[config.mk]
export PLATFORM = sky130hd
export DESIGN_NAME = imm_ext_arbiter
export DESIGN_NICKNAME = d
export VERILOG_FILES = /design/src/rtl/imm_ext_arbiter.sv
export SDC_FILE = /design/constraint.sdc
export NUM_CORES = 1
export LEC_CHECK = 0
export ABC_AREA = 0
export CAP_MARGIN = 20
export CORE_ASPECT_RATIO = 0.6
export CORE_UTILIZATION = 43
export DETAILED_ROUTE_END_ITERATION = 10
export MAX_ROUTING_LAYER = met4
export PLACE_DENSITY = 0.78
export SYNTH_ARGS = -nofsm -noshare
export SYNTH_HDL_FRONTEND = slang
export SYNTH_SLANG_ARGS = --single-unit
[constraint.sdc]
create_clock -name clock -period 1.5 [get_ports clock]
set_input_delay 0.3 -clock clock [delete_from_list [all_inputs] [get_ports clock]]
set_output_delay 0.3 -clock clock [all_outputs]
set_load 0.1 [all_outputs]
[src/rtl/imm_ext_arbiter.sv]
// Round-robin arbiter sharing one registered immediate-extension stage between
// decode ALU immediates (req0) and branch-offset generation (req1).
//
// state | meaning
// EMPTY | output register holds no result, any request may be accepted
// FULL  | out_data holds a result awaiting out_ready
module imm_ext_arbiter #(
  parameter int DATA_W = 16,
  parameter int IMM_W  = 4,
  parameter int CNT_W  = 8
) (
  input  logic              clock,
  input  logic              reset,
  input  logic              req0_valid,
  input  logic [IMM_W-1:0]  req0_imm,
  input  logic [1:0]        req0_mode,
  output logic              req0_ready,
  input  logic              req1_valid,
  input  logic [IMM_W-1:0]  req1_imm,
  input  logic [1:0]        req1_mode,
  output logic              req1_ready,
  output logic              out_valid,
  output logic [DATA_W-1:0] out_data,
  output logic              out_src,
  input  logic              out_ready,
  output logic [CNT_W-1:0]  grant_cnt0,
  output logic [CNT_W-1:0]  grant_cnt1
);

  typedef enum logic {EMPTY = 1'b0, FULL = 1'b1} state_t;

  state_t state, state_nxt;
  logic   last_grant;
  logic   can_accept;
  logic   gnt0, gnt1;

  function automatic logic [DATA_W-1:0] ext(input logic [IMM_W-1:0] imm,
                                            input logic [1:0] mode);
    logic [DATA_W-1:0] sx;
    sx = {{(DATA_W-IMM_W){imm[IMM_W-1]}}, imm};
    case (mode)
      2'b00:   ext = sx;
      2'b01:   ext = {{(DATA_W-IMM_W){1'b0}}, imm};
      2'b10:   ext = {sx[DATA_W-2:0], 1'b0};
      default: ext = {imm, {(DATA_W-IMM_W){1'b0}}};
    endcase
  endfunction

  always_ff @(posedge clock or posedge reset) begin
    if (reset) begin
      state <= EMPTY;
    end else begin
      state <= state_nxt;
    end
  end

  always_comb begin
    state_nxt  = state;
    can_accept = (state == EMPTY) || out_ready;
    gnt0       = 1'b0;
    gnt1       = 1'b0;
    if (can_accept) begin
      // On a tie the requester that did not win last time goes next
      if (req0_valid && req1_valid) begin
        if (last_grant) gnt0 = 1'b1;
        else            gnt1 = 1'b1;
      end else if (req0_valid) begin
        gnt0 = 1'b1;
      end else if (req1_valid) begin
        gnt1 = 1'b1;
      end
    end
    if (gnt0 || gnt1) state_nxt = FULL;
    else if (can_accept) state_nxt = EMPTY;
  end

  assign req0_ready = gnt0;
  assign req1_ready = gnt1;
  assign out_valid  = (state == FULL);

  // out_data is only ever loaded, so it holds its last value after draining
  always_ff @(posedge clock or posedge reset) begin
    if (reset) begin
      out_data   <= '0;
      out_src    <= 1'b0;
      last_grant <= 1'b1;
      grant_cnt0 <= '0;
      grant_cnt1 <= '0;
    end else if (gnt0) begin
      out_data   <= ext(req0_imm, req0_mode);
      out_src    <= 1'b0;
      last_grant <= 1'b0;
      grant_cnt0 <= grant_cnt0 + CNT_W'(1);
    end else if (gnt1) begin
      out_data   <= ext(req1_imm, req1_mode);
      out_src    <= 1'b1;
      last_grant <= 1'b1;
      grant_cnt1 <= grant_cnt1 + CNT_W'(1);
    end
  end

endmodule

Yosys cells after proc, flatten, opt, wreduce, memory -nomap -nowiden. Index checks and enable logic that the tools add are counted.

Flip-flop bits (word level): 35. Bits of input ports: 17. Output and inout bits: 36. Logic and storage cells: 39.

$add $sub $neg: 2. Eq/ne operators: 4. Multiplexer cells: 17. Bitwise logic cells: 2. Reduce and logical (&&, ||, !) cells: 8.

Operator list (count): $pmux W16 S3 (2); $mux W16 (2); $add A8 B1 Y8 const B (2); $mux W1 (13); $eq A2 B1 Y1 const B (2); $eq A2 B2 Y1 const B (2); $logic_not A2 Y1 (2); $reduce_bool A2 Y1 (2); $logic_or A1 B1 Y1 (2); $not A1 Y1 (2); $reduce_and A2 Y1 (1); $logic_and A1 B1 Y1 (1).

Logic depth before layout (Yosys ltp).
Depth in word-level cells: 6. Mapped depth: 7. Gate-level depth less buffers: 5.

Worst setup path before layout. OpenSTA, ideal clock, no wires.

Kind: register to register. Start: reg state (netlist: out_valid). End: reg grant_cnt1[6]. Library setup time: 158 ps. Data arrival time: 2002 ps. Data required time: 1342 ps. Slack: -660 ps. Stages on the path, launching flop included: 7. Path buffers: 1. Clock period less this slack: 2160 ps. Cells stage by stage: dfrtp_1 > nand2b_1 > buf_4 > nand3_4 > inv_2 > nand4_1 > xnor2_1.

Elaborated cells on any way between the ends: 6. Those cells by class: mux: 2; bitwise: 2; reduce/logical: 2.

RTL lines: start: declaration (RTL line 32) `state_t state, state_nxt;`; start signal: assignment (RTL line 53) `state <= state_nxt;`; $not A1 Y1 (RTL line 59) `can_accept = (state == EMPTY) || out_ready;`; $logic_or A1 B1 Y1 (RTL line 59); $mux W1 (RTL line 62) `if (can_accept) begin`; via req1_ready (RTL line 21) `output logic req1_ready,`; $reduce_and A2 Y1 (no line); end signal: assignment (RTL line 98) `grant_cnt1 <= grant_cnt1 + CNT_W'(1);`; end: declaration (RTL line 27) `output logic [CNT_W-1:0] grant_cnt1`.

The timed path passes the listed nets, and every way through them passes these cells. A chain may end at the register's enable or synchronous reset.

Worst setup path after layout.
Start: reg last_grant. End: out req0_ready.

Cells in the longest elaborated chain, start to end: 3.

Ends and longest elaborated chain: start: declaration (RTL line 33) `logic last_grant;`; start signal: assignment (RTL line 86) `last_grant <= 1'b1;`; start signal: assignment (RTL line 92) `last_grant <= 1'b0;`; start signal: assignment (RTL line 97) `last_grant <= 1'b1;`; $mux W1 (RTL line 65) `if (last_grant) gnt0 = 1'b1;`; $mux W1 (RTL line 64) `if (req0_valid && req1_valid) begin`; $mux W1 (RTL line 62); end: declaration (RTL line 17) `output logic req0_ready,`.

Every way passes these cells.

==> out/results.txt <==
STA classifies the critical path endpoint as an output port. The top cell type by total area after synthesis is dfrtp_1. The tools report the sum of internal, switching and leakage power as 0.00554 W. The floorplan has 15 rows.

Once placement finished, the instance area stood at 2480 sq um. The final reports fail on negative setup slack. CTS placed an instance of clkbuf_8 at the clock tree root. The run finished, with violations left. The tools report the maximum root-to-sink buffer count as 2. Counting flops with a built-in enable in the synthesized netlist gives 0. The post-layout net count was 227; the count of yosys warnings during synthesis was 0.

Clock-pin slew was measured on the worst setup and hold paths at 0.10 ns. Based on the critical path, the design can be clocked at up to 604 MHz. The total of buffers placed on input and output ports is 52, and the clock net sink count is 28. After filler insertion, the fill cell instance count of the layout stands at 130. The netlist area before placement came out at 1400 sq um. TritonCTS built the clock tree.

VDD sags by at most 1790 uV. When the netlist entered floorplanning its net count stood at 153. Setup violations remaining at the end of the flow were counted as 3. Measured in cells, the most critical reg-to-reg path has a length of 6. The analysis attributes to cell leakage a power of 1.18 nW. The endpoint identified for the worst register-to-register timing path is grant_cnt0[7]$_DFFE_PP0P_.

Sorting the synthesized cells by area gives the leading types as dfrtp_1 (48%), nand2_1 (7.5%), xnor2_1 (5.6%). The run gives 0.502 as the share of the yosys chip area belonging to registers. A synthesized cell averages 10.4 sq um. The critical register-to-register path startpoint is last_grant$_DFFE_PP1P_. STA puts the critical path data required time at 1.20 ns.

The maximum number of pins on one net before global-route repair was 29. The run gives 1,365 as the number of global-route vias before repair. In this run, CTS created clock tree buffers numbering 3. The smallest clock period supported by the final layout is computed as 1.66 ns.

The height of the die is 46.2 um, and the async set-reset flop share out of synthesis is 1.00. The die covers 3490 sq um. Buffers inserted to repair hold after CTS numbered 0. The run gives 0.469 as the initial core utilization.

The area growth from synthesis to layout is 89.4%. The fraction of synthesized cell area taken by the top area cell type works out to 0.483. The worst setup path is launched from a register.

Number of storage elements in the synthesis netlist: 28. The path type of the worst min-delay path is in -> async. Setup slack on the worst reg-to-reg path comes out at -0.08 ns. The overall fraction of global-route tracks in use is 0.293. The overall die width works out to 75.6 um. The critical path starts at last_grant$_DFFE_PP1P_. Leaving out fill and tap cells, the most frequent cell in the layout is buf_12. The arrival time of the worst setup path is 1.36 ns. The first TritonRoute pass finished after 4 iterations.

For the routed wire length, the log shows 4820 um. In this run the remaining antenna-violating nets after routing total 0. The top cell types in the final layout, fill and taps aside, are buf_12 (37), nand2_1 (25), buf_4 (23). After legalization and detailed placement, the total HPWL measured 3330 um. The share of post-route cells with drive strength above 1 came out at 0.478. For the final routed database, the setup TNS stands at -0.335 ns. The placeable core region came out at 2980 sq um. The per-cell routed wire length was 19.4 um; the H-tree depth was 1.

The dominant register cell in the synthesized netlist is dfrtp_1. For the top-level port count, the log shows 53. The run gives 0 as the initial antenna violation count. The logs give 0 for the final count of pins violating max slew and -0.157 ns for the worst setup margin. The wire length of the first global-routing pass is 6930 um, and the total overflow reported by the global router is 0. The post-layout utilization of the core is 0.888, and the area of all placed cells without fillers is 2650 sq um. Synthesis instantiated 36 different standard cells from the library.

The share of the clock period used by the worst path is 1.10. Along the worst path, the maximum fanout reaches 3. After detailed routing, the number of remaining DRC violations is 0. In this run the power density over the cells is 2090 nW/um^2. The relative slew slack is 0.730, and the gate count after technology mapping is 134. The transition time at the pin with the least slew margin is 0.405 ns, and the DRC marker count from the first detailed-route iteration is 71.

Worst setup path endpoint: req0_ready. At the later pin of the worst-skew pair, clock insertion delay measures 0.28 ns. Setup repair after global routing could not meet its margin everywhere. The total number of vias is 1,369.

By startpoint and endpoint, the worst setup path is classified as reg -> out. For the count of maximum capacitance violations, the log shows 0. In the routed layout, each cell is associated on average with a via count of 5.50. Routability congestion estimate: 0.912. The number of antenna diodes in the final layout is 0. Clock skew after layout: 0.00217 ns. The number of endpoints with negative hold slack in the final report was 0.
## state kept, by name, indices dropped and copies added, names as in the netlist
register,flops
out_data,9
grant_cnt0,8
grant_cnt1,8
last_grant,1
out_src,1
out_valid,1
## how the worst min path moves through the flow
stage,end,cells after the start
floorplan,grant_cnt0[5]$_DFFE_PP0P_,1
global placement,grant_cnt1[6]$_DFFE_PP0P_,1
detailed placement,grant_cnt1[6]$_DFFE_PP0P_,1
CTS,out_data[12]$_DFFE_PP0P_,3
global route,grant_cnt0[6]$_DFFE_PP0P_,3
finish,out_data[12]$_DFFE_PP0P_,3
## cells by family (layout without fill, tap and decap cells)
group                    Yosys count  in the layout  synth area share
AND/OR/NAND/NOR                   57             57             0.224
flip-flops                        28             28             0.502
AO/OA/AOI/OAI                     19             19             0.106
buffers and inverters             15             88            0.0698
XOR/XNOR                          13             13            0.0814
adder cells (fa/ha/maj)            2              2            0.0179
## final cells by class
cell class                 count  area, sq um  area share
clock buffer                   3         41.3      0.0156
timing repair buffer          79         1100       0.417
sequential                    28          722       0.273
inverter                       5         38.8      0.0146
clock inverter                 1         30.0      0.0113
multi-input combinational     91          661       0.249
tap                           42         52.6      0.0198
## critical path, stage by stage, from the launching register on
cell      delay [ns]
dfstp_2         0.57
nand2b_4        0.15
nand3_4         0.12
inv_8           0.08
buf_12          0.16
## metal layers
metal	track usage	vias to the layer above	share of wire	wire length, um
li1	-	614	-	-
met3	0.0700	10	0.064	309
met4	0.0963	0	0.015	71
met5	-	-	0	0
met1	0.356	680	0.43	2100
met2	0.488	65	0.49	2350
## through the flow
stage	hold WS (ns)	cells	worst slack, ns
floorplan	0.364	134	-0.199
global placement	0.505	239	-0.328
detailed placement	0.522	239	-0.425
CTS	0.359	249	-0.155
global route	0.392	249	-0.193
finish	0.350	249	-0.157
## timing repair
action                     4_1_cts  5_1_grt
pin swaps                        2        3
setup buffers                    6        0
gates resized for setup         10        8
setup endpoints to repair       15       12
## Yosys cell counts, drive strengths merged, types with 3 or more instances
| cell | instances |
|---|---|
| xor2 | 4 |
| nand4 | 11 |
| buf | 10 |
| xnor2 | 9 |
| a22oi | 4 |
| o21ai | 3 |
| inv | 5 |
| nand3 | 5 |
| dfrtp | 27 |
| nor2 | 3 |
| nand2 | 28 |
## where the power goes
part / switching (W) / leakage (nW) / internal, W / total [W]
Combinational: 0.00228 / 0.818 / 0.00126 / 0.00355
Sequential: 0.000383 / 0.330 / 0.00101 / 0.00139
Clock: 0.000243 / 0.0357 / 0.000358 / 0.000600
Total: 0.00291 / 1.18 / 0.00263 / 0.00554
Power figures use the tool's default switching activity.
